===== src/rtl/frame_plotter_pkg.sv =====
// Shared geometry, colour constants and FSM encoding for the bitmap-to-framebuffer plotter.
package frame_plotter_pkg;

  localparam int CELLS_X   = 16;
  localparam int CELLS_Y   = 32;
  localparam int NUM_CELLS = CELLS_X * CELLS_Y;
  localparam int CX_W      = $clog2(CELLS_X);
  localparam int CY_W      = $clog2(CELLS_Y);
  localparam int IDX_W     = $clog2(NUM_CELLS);

  localparam int SCREEN_W  = 160;
  localparam int SCREEN_H  = 120;

  localparam logic [2:0] COLOUR_FG = 3'b000;
  localparam logic [2:0] COLOUR_BG = 3'b001;

  typedef enum logic [1:0] {
    ST_IDLE   = 2'd0,
    ST_SCAN   = 2'd1,
    ST_DRAW   = 2'd2,
    ST_FINISH = 2'd3
  } state_e;

endpackage


===== src/rtl/frame_plotter_cell_pixel_walker.sv =====
// Walks the SCALE x SCALE pixel block of one cell, sx fastest, and registers
// the screen address of the pixel currently being plotted.
module cell_pixel_walker
  import frame_plotter_pkg::*;
#(
  parameter int SCALE    = 3,
  parameter int X_OFFSET = 0,
  parameter int Y_OFFSET = 0
) (
  input  logic            clock,
  input  logic            reset,
  input  logic            start,
  input  logic            advance,
  input  logic [CX_W-1:0] cx,
  input  logic [CY_W-1:0] cy,
  output logic [7:0]      x,
  output logic [6:0]      y,
  output logic            last
);

  localparam int CW = (SCALE > 1) ? $clog2(SCALE) : 1;
  localparam logic [CW-1:0] LAST_S = CW'(SCALE - 1);

  logic [CW-1:0] sx_q, sx_d, sy_q, sy_d;
  logic [7:0]    x_q, x_d;
  logic [6:0]    y_q, y_d;
  logic          step;

  assign last = (sx_q == LAST_S) && (sy_q == LAST_S);
  assign step = start || (advance && !last);

  always_comb begin
    sx_d = sx_q;
    sy_d = sy_q;
    if (start) begin
      sx_d = '0;
      sy_d = '0;
    end else if (advance && !last) begin
      if (sx_q == LAST_S) begin
        sx_d = '0;
        sy_d = sy_q + CW'(1);
      end else begin
        sx_d = sx_q + CW'(1);
      end
    end
  end

  // Address arithmetic is deliberately held at the framebuffer widths.
  assign x_d = 8'(X_OFFSET) + 8'(cx) * 8'(SCALE) + 8'(sx_d);
  assign y_d = 7'(Y_OFFSET) + 7'(cy) * 7'(SCALE) + 7'(sy_d);

  always_ff @(posedge clock) begin
    if (reset) begin
      sx_q <= '0;
      sy_q <= '0;
      x_q  <= '0;
      y_q  <= '0;
    end else if (step) begin
      sx_q <= sx_d;
      sy_q <= sy_d;
      x_q  <= x_d;
      y_q  <= y_d;
    end
  end

  assign x = x_q;
  assign y = y_q;

endmodule


===== src/rtl/frame_plotter.sv =====
// Snapshots the cell bitmap on each frame tick and streams pixel writes for
// every cell that changed since the previous frame (or all cells on a redraw).
module frame_plotter
  import frame_plotter_pkg::*;
#(
  parameter int         SCALE     = 3,
  parameter int         X_OFFSET  = 0,
  parameter int         Y_OFFSET  = 0,
  parameter logic [2:0] FG_COLOUR = COLOUR_FG,
  parameter logic [2:0] BG_COLOUR = COLOUR_BG
) (
  input  logic                 clock,
  input  logic                 reset,
  input  logic                 frame_tick,
  input  logic [NUM_CELLS-1:0] display,
  input  logic                 force_redraw,
  output logic [7:0]           x,
  output logic [6:0]           y,
  output logic [2:0]           colour,
  output logic                 plot,
  output logic                 busy,
  output logic                 frame_done,
  output logic                 overrun
);

  if ((X_OFFSET + CELLS_X * SCALE > SCREEN_W) ||
      (Y_OFFSET + CELLS_Y * SCALE > SCREEN_H)) begin : g_bad_geometry
    $error("frame_plotter: plot area does not fit the framebuffer");
  end

  state_e               state_q, state_d;
  logic [IDX_W-1:0]     idx_q, idx_d;
  logic [NUM_CELLS-1:0] cur_q, cur_d, prev_q, prev_d;
  logic                 full_q, full_d, pending_q, pending_d;
  logic                 busy_q, busy_d, done_q, done_d, overrun_q, overrun_d;
  logic                 plot_q, plot_d;
  logic [2:0]           colour_q, colour_d;
  logic                 cell_sel, idx_last, walk_start, walk_last;

  assign cell_sel   = full_q | (cur_q[idx_q] ^ prev_q[idx_q]);
  assign idx_last   = (idx_q == IDX_W'(NUM_CELLS - 1));
  assign walk_start = (state_q == ST_SCAN) && cell_sel;

  cell_pixel_walker #(
    .SCALE    (SCALE),
    .X_OFFSET (X_OFFSET),
    .Y_OFFSET (Y_OFFSET)
  ) u_walker (
    .clock   (clock),
    .reset   (reset),
    .start   (walk_start),
    .advance (state_q == ST_DRAW),
    .cx      (idx_q[IDX_W-1:CY_W]),
    .cy      (idx_q[CY_W-1:0]),
    .x       (x),
    .y       (y),
    .last    (walk_last)
  );

  always_ff @(posedge clock) begin
    if (reset) begin
      state_q   <= ST_IDLE;
      idx_q     <= '0;
      cur_q     <= '0;
      prev_q    <= '0;
      full_q    <= 1'b0;
      pending_q <= 1'b1;
      busy_q    <= 1'b0;
      done_q    <= 1'b0;
      overrun_q <= 1'b0;
      plot_q    <= 1'b0;
      colour_q  <= '0;
    end else begin
      state_q   <= state_d;
      idx_q     <= idx_d;
      cur_q     <= cur_d;
      prev_q    <= prev_d;
      full_q    <= full_d;
      pending_q <= pending_d;
      busy_q    <= busy_d;
      done_q    <= done_d;
      overrun_q <= overrun_d;
      plot_q    <= plot_d;
      colour_q  <= colour_d;
    end
  end

  always_comb begin
    state_d = state_q;
    case (state_q)
      ST_IDLE:   if (frame_tick) state_d = ST_SCAN;
      ST_SCAN: begin
        if (cell_sel)      state_d = ST_DRAW;
        else if (idx_last) state_d = ST_FINISH;
      end
      ST_DRAW:   if (walk_last) state_d = idx_last ? ST_FINISH : ST_SCAN;
      ST_FINISH: state_d = ST_IDLE;
      default:   state_d = ST_IDLE;
    endcase
  end

  always_comb begin
    idx_d     = idx_q;
    cur_d     = cur_q;
    prev_d    = prev_q;
    full_d    = full_q;
    pending_d = pending_q;
    busy_d    = busy_q;
    case (state_q)
      ST_IDLE: begin
        if (frame_tick) begin
          cur_d     = display;
          full_d    = force_redraw | pending_q;
          pending_d = 1'b0;
          idx_d     = '0;
          busy_d    = 1'b1;
        end
      end
      ST_SCAN:   if (!cell_sel && !idx_last) idx_d = idx_q + IDX_W'(1);
      ST_DRAW:   if (walk_last && !idx_last) idx_d = idx_q + IDX_W'(1);
      ST_FINISH: begin
        prev_d = cur_q;
        busy_d = 1'b0;
      end
      default: ;
    endcase
    // A tick seen in FINISH still counts as overrun: busy is high until the edge that leaves it.
    overrun_d = overrun_q | (frame_tick & busy_q);
    done_d    = (state_q == ST_FINISH);
    plot_d    = (state_d == ST_DRAW);
    colour_d  = plot_d ? (cur_q[idx_q] ? FG_COLOUR : BG_COLOUR) : colour_q;
  end

  assign plot       = plot_q;
  assign colour     = colour_q;
  assign busy       = busy_q;
  assign frame_done = done_q;
  assign overrun    = overrun_q;

endmodule


===== config.mk =====
export PLATFORM = sky130hd
export DESIGN_NAME = frame_plotter
export DESIGN_NICKNAME = d
export VERILOG_FILES = /design/src/rtl/frame_plotter_pkg.sv /design/src/rtl/frame_plotter_cell_pixel_walker.sv /design/src/rtl/frame_plotter.sv
export SDC_FILE = /design/constraint.sdc
export NUM_CORES = 2
export LEC_CHECK = 0
export ABC_CLOCK_PERIOD_IN_PS = 5100
export CORE_MARGIN = 10
export CORE_UTILIZATION = 50
export DETAILED_ROUTE_END_ITERATION = 7
export GPL_TIMING_DRIVEN = 0
export PLACE_DENSITY = 0.75
export SETUP_SLACK_MARGIN = 0.3
export SYNTH_ARGS = -nofsm -noshare
export SYNTH_HDL_FRONTEND = slang
export SYNTH_SLANG_ARGS = --single-unit

===== constraint.sdc =====
create_clock -name clock -period 5.1 [get_ports clock]
set_input_delay 0.51 -clock clock [delete_from_list [all_inputs] [get_ports clock]]
set_output_delay 0.51 -clock clock [all_outputs]
set_load 0.1 [all_outputs]

[Word-level counts from Yosys, hierarchy flattened]
Index checks and enable logic that the tools add are counted.
Storage, ports and cells
  flip-flop bits (word level): 1063
  output and inout port bits: 22
  input port bits: 516
  logic and storage cells: 76
Cells by class
  multiplexer cells: 23
  multipliers: 2
  reductions and logical operators: 15
  $lt $le $gt $ge: 1
  equal/unequal tests: 10
  add/subtract/negate cells: 5
  bitwise gates (word level): 5
Operators with widths (count)
  $mux W9: 3
  $pmux W9 S3: 1
  $mux W2: 11
  $bmux W1 S9: 2
  $eq A2 B2 Y1 const B: 5
  $lt A9 B10 Y1 const B: 1
  $add A9 B1 Y9 const B: 1
  $eq A9 B9 Y1 const B: 1
  $pmux W2 S4: 1
  $add A6 B2 Y7: 1
  $add A7 B2 Y7: 1
  $mul A5 B2 Y7 const B: 1
  $mul A4 B2 Y6 const B: 1
  $logic_and A1 B1 Y1: 5
  $add A2 B1 Y2 const B: 2
  $mux W1: 4
  $ne A2 B2 Y1 const B: 2
  $reduce_and A2 Y1: 2
  $reduce_and A4 Y1: 1
  $logic_not A1 Y1: 3
  $or A1 B1 Y1: 3
  $reduce_bool A3 Y1: 1
  $eq A2 B1 Y1 const B: 1
  $logic_not A2 Y1: 1
  other kinds (6): 6

[Depth between registers and ports, before layout]
  depth after elaboration: 8
  depth in mapped cells: 24
  gate-level depth less buffers: 18

[Cells and area by module]
A second synthesis with hierarchy kept.
Second synthesis, totals
  cells, all modules: 4756
  area, all modules: 45448.6 um2
Modules (own cells, without submodules)
  frame_plotter: area each 44318.8 um2, cells each 4629, times used 1
  cell_pixel_walker: area each 1129.8 um2, cells each 127, times used 1

[Worst setup path before layout]
No wires, ideal clock.
  path kind: reg-to-reg
  start point: register idx_q[0]
  end point: register u_walker.y_q[5] (netlist: u_walker.y[5])
  data arrival time: 4753 ps
  library setup time: 67 ps
  period minus slack after synthesis: 4820 ps
  data required time: 5033 ps
  path buffers: 3
  slack: 280 ps
  stages on the path, launching flop included: 22
  cells stage by stage: dfxtp_1 -> buf_6 -> buf_6 -> buf_6 -> mux4_2 -> a22oi_1 -> o31ai_1 -> a2111oi_0 -> o21ai_1 -> a31oi_2 -> a211o_2 -> a31oi_4 -> or2_2 -> fa_1 -> inv_1 -> ha_1 -> fa_1 -> a21o_1 -> a21oi_1 -> xnor2_1 -> mux2i_1 -> nor2_1
Between the ends
  word-level cells in the longest chain between the ends: 7
  elaborated cells between the ends (all ways): 11
  classes of those cells: add/sub: 1; mul: 1; mux: 5; bitwise: 2; reduce/logical: 2
Ends and longest elaborated chain
  start, declared: RTL line frame_plotter.sv:32  | logic [IDX_W-1:0] idx_q, idx_d;
  start signal, assigned: RTL line frame_plotter.sv:75  | idx_q <= idx_d;
  $bmux W1 S9: RTL line frame_plotter.sv:40  | assign cell_sel = full_q | (cur_q[idx_q] ^ prev_q[idx_q]);
  $mux W1 (implied by the code): RTL line frame_plotter.sv:40
  $xor A1 B1 Y1: RTL line frame_plotter.sv:40
  $or A1 B1 Y1: RTL line frame_plotter.sv:40
  $logic_and A1 B1 Y1: RTL line frame_plotter.sv:42  | assign walk_start = (state_q == ST_SCAN) && cell_sel;
  $mux W2: RTL line frame_plotter_cell_pixel_walker.sv:35  | if (start) begin
  $add A7 B2 Y7: RTL line frame_plotter_cell_pixel_walker.sv:50  | assign y_d = 7'(Y_OFFSET) + 7'(cy) * 7'(SCALE) + 7'(sy_d);
  end signal, assigned: RTL line frame_plotter_cell_pixel_walker.sv:62  | y_q <= y_d;
  end, declared: RTL line frame_plotter_cell_pixel_walker.sv:26  | logic [6:0] y_q, y_d;
Several ways; a longest one is shown, not always the timed one. The select of a mux whose other input is x is not followed.
A chain may end at the register's enable or synchronous reset.

[Worst setup path after layout]
  start point: register idx_q[4]
  end point: register u_walker.y_q[5] (netlist: u_walker.y[5])
Same word-level chain as after synthesis.

==> metrics.md <==
| Metric | Value |
|---|---|
| Status | `complete, but fails checks` |
| Failing checks | `DRC, setup timing` |
| Multiplexer area fraction after synthesis | `25.33%` |
| Main combinational cell family by area after synthesis | `multiplexers` |
| Compound-Gate Fraction of Synth Area | `about 9.0%` |
| Fillers | `7231` |
| Final worst path period share | `104.4%` |
| Nets | `6054` |
| Yosys top cell area share | `46.34%` |
| Clock root cell | `clkbuf_16` |
| Synth top area cells | `dfxtp_1, mux2i_1, mux4_2` |
| Starting Density | `50.60%` |
| Main synth FF type | `dfxtp_1` |
| Register area share after synthesis | `46.34%` |
| Synth Area per Inst | `9.540 um2` |
| Placer Congestion | `~1.0` |
| Routed length on met3 | `between 20000 and 25000 um` |
| Initial DRT Pass Iterations | `8` |
| Clk_lat worst skew | `0.69 ns` |
| Hold Slack | `0.3667 ns` |
| Unique masters post-synth | `76` |
| Peak VDD IR | `0.3363 mV` |
| XOR/XNOR share of the synthesized area | `0.1149%` |
| CP Capture Type | `flip-flop` |
| Clock Tree Buf Depth | `3` |
| Critical Path RT | `approximately 5.7 ns` |
| Top sig layer | `met5` |
| GRT Overall Usage | `33.60%` |
| CTS Sinks | `1059` |
| Max capacitance violation total | `0` |
| Vias per std cell | `6.051` |
| WL met1 | `65840 um` |
| Core area | `about 90000 um2` |
| Clk slew on worst S/H paths | `0.06 ns` |
| Slew @ Worst Pin | `1.265 ns` |
| Hold crit path type | `primary input to flip-flop` |
| Asr flop ratio synth | `0%` |
| Number of I/O pins | `~540` |
| Slew Limit Headroom | `15.67%` |
| Cell taking the most area after synthesis | `dfxtp_1` |
| Via count | `41008` |
| Type of origin of the critical path | `flip-flop` |
| Die Ht | `about 320 um` |
| Yosys reg bits | `1059` |
| DRC | `1` |
| Area of the mapped netlist | `about 46000 um2` |
| WL/cell | `roughly 27 um` |
| Post-Syn Instances | `4796` |
| Number of global-route vias before repair | `40094` |
| FP Rows | `110` |
| Pwr per Cell Area | `roughly 450 nW/um2` |
| RSZ-0062 raised after global routing | `yes` |
| Max-slew violations | `0` |
| Commonest non-fill, non-tap cell in the layout | `nand2_1` |
| Gr ovfl total | `0` |
| Final critical-path required period | `5.323 ns` |
| Endpoints failing setup | `6` |
| TritonCTS clock tree | `done` |
| Final Hold Fails | `0` |
| Post-DP HPWL | `131900 um` |
| Arr. time, crit path | `just under 6 ns` |
| Leak | `19.99 nW` |
| First-pass GRT wire length | `259100 um` |
| Initial antenna violation count | `11` |
| Non-Filler Instances | `about 6800` |
| Kind of critical path | `flip-flop to flip-flop` |
| Max Fclk | `187.9 MHz` |
| Metal2 WL | `between 80000 and 90000 um` |
| CTS buffer count | `106` |
| Post-DRT Antenna Nets | `0` |
| Clock Skew | `0.02097 ns` |
| Post-synth EDFFs | `0` |
| Slack of the critical path | `-0.2229 ns` |
| DR iter-0 viols | `about 5300` |
| Chip Width | `322.5 um` |
| Post-synthesis simple-gate area fraction | `14.34%` |
| Cell count after placement | `6507` |
| Area delta synth->final | `26.39%` |
| Largest net degree at the start of global routing | `15` |
| Hold-fix buffers, CTS | `0` |
| Routed WL | `182400 um` |
| Worst-path fanout max | `11` |
| H-Tree Level Count | `3` |
| Total of warnings raised by yosys | `0` |
| Share of layout cells above drive strength 1 | `12.01%` |
| Commonest non-fill, non-tap cells in the layout | `nand2_1, dfxtp_1, mux2i_1` |
| Port bufs | `532` |
| Die area | `roughly 100000 um2` |
| Synth Area in Adders | `less than 1%` |
worst paths after layout:
check                from             to  slack (ns)  cells past startpoint
min reg2reg     pending_q      pending_q        0.47                      1
min          display[140]     cur_q[140]        0.37                      3
max              idx_q[4]  u_walker.y[5]       -0.22                     19
max reg2reg      idx_q[4]  u_walker.y[5]       -0.22                     19
sequential cells by signal (all words and copies together), names as in the netlist, 2 cells and up:
signal,cells
prev_q,512
cur_q,512
idx_q,9
state_q,2
u_walker.x,6
u_walker.sy_q,2
u_walker.sx_q,2
u_walker.y,7
worst max-delay path: stages, from the launching register on:
cell and delay [ns]:
dfxtp_2 0.53, clkbuf_2 0.39, clkbuf_2 0.54, nand2_1 0.37, a21oi_1 0.36, nor4_2 0.11, a22oi_2 0.32, a21o_1 0.23
a211o_2 0.21, a31oi_4 0.12, or2_4 0.25, fa_1 0.49, inv_2 0.05, ha_4 0.16, fa_2 0.36, a21o_1 0.20
a21oi_2 0.15, xnor2_1 0.11, mux2i_1 0.15, nor2_1 0.05
synth_stat cells, types with 3 or more instances:
cell type  count
or2_2          3
a211oi_1      12
o31ai_1        4
clkbuf_1     269
nand3b_1       4
nor2_1       548
inv_1         26
buf_2         23
or4_1          5
xnor2_1        6
o32ai_1        3
o21ai_0       16
o22ai_1       10
a21o_1        11
nand2b_1       4
o21ai_1        8
a311oi_1       5
and2_1         4
o221ai_1       5
nor2_2         4
a221o_1        4
fa_1           4
dfxtp_1     1059
mux2_2        10
nand3_1       14
nor3_1        11
mux2i_1      620
a31oi_1        4
mux4_2       234
or3_1          3
a221oi_1      13
buf_4         14
buf_1         63
a22oi_1       42
ha_1          25
a211oi_2       4
o21a_1         3
buf_6         21
nand2_1     1067
nand4_1        5
a21oi_1      547
nor2b_1       12
layer usage:
metal  up-vias  global-route usage, %
li1      17965                      -
met1     19713                  40.36
met2      2656                  52.19
met3       668                  9.091
met4         6                  23.13
met5         -                      0
per-stage QoR:
stage,setup slack [ns],setup TNS (ns),power [mW],utilization (%),area [um2]
global route,-0.2422,-0.7870,26.96,63.94,57820
detailed placement,-1.969,-27.76,17.36,58.14,52570
finish,-0.2229,-0.7760,26.26,63.95,57830
CTS,0.006325,0,25.84,63.64,57550
floorplan,0.3060,0,14.46,-,45770
global placement,-2.198,-35.45,17.25,58.13,52560
power by group:
part	internal, mW	leakage [nW]	total, mW	switching [mW]
clock network	4.57	1.75	7.98	3.42
registers	9.13	8.61	9.90	0.774
logic	3.35	9.63	8.38	5.03
timing repair:
action | in CTS | in global routing
gates resized for setup | 268 | 21
pin swaps | 29 | 16
buffers inserted | 50 | 20
setup endpoints to repair | 30 | 9
layout make-up:
| class | instances | area [um2] | area share, % |
|---|---|---|---|
| Clock inverter | 42 | 416.7 | 0.7205 |
| Antenna cell | 5 | 12.51 | 0.02164 |
| Multi-Input combinational cell | 3319 | 23060 | 39.88 |
| Inverter | 28 | 111.4 | 0.1926 |
| Sequential cell | 1059 | 21210 | 36.67 |
| Tap cell | 1176 | 1471 | 2.544 |
| Buffer | 393 | 2442 | 4.223 |
| Clock buffer | 153 | 3132 | 5.416 |
| Timing Repair Buffer | 602 | 5973 | 10.33 |
logic make-up (layout without fill, tap and decap cells):
group,after synthesis,in the layout
and+or+nand+nor,1695,1695
DFF,1059,1059
muxes,864,864
AOI/OAI and AO/OA,721,721
buffers and inverters,421,1218
adders and majority gates,29,29
xor gates and xnor gates,6,6
other,1,9
(Power assumes the default switching activity.)
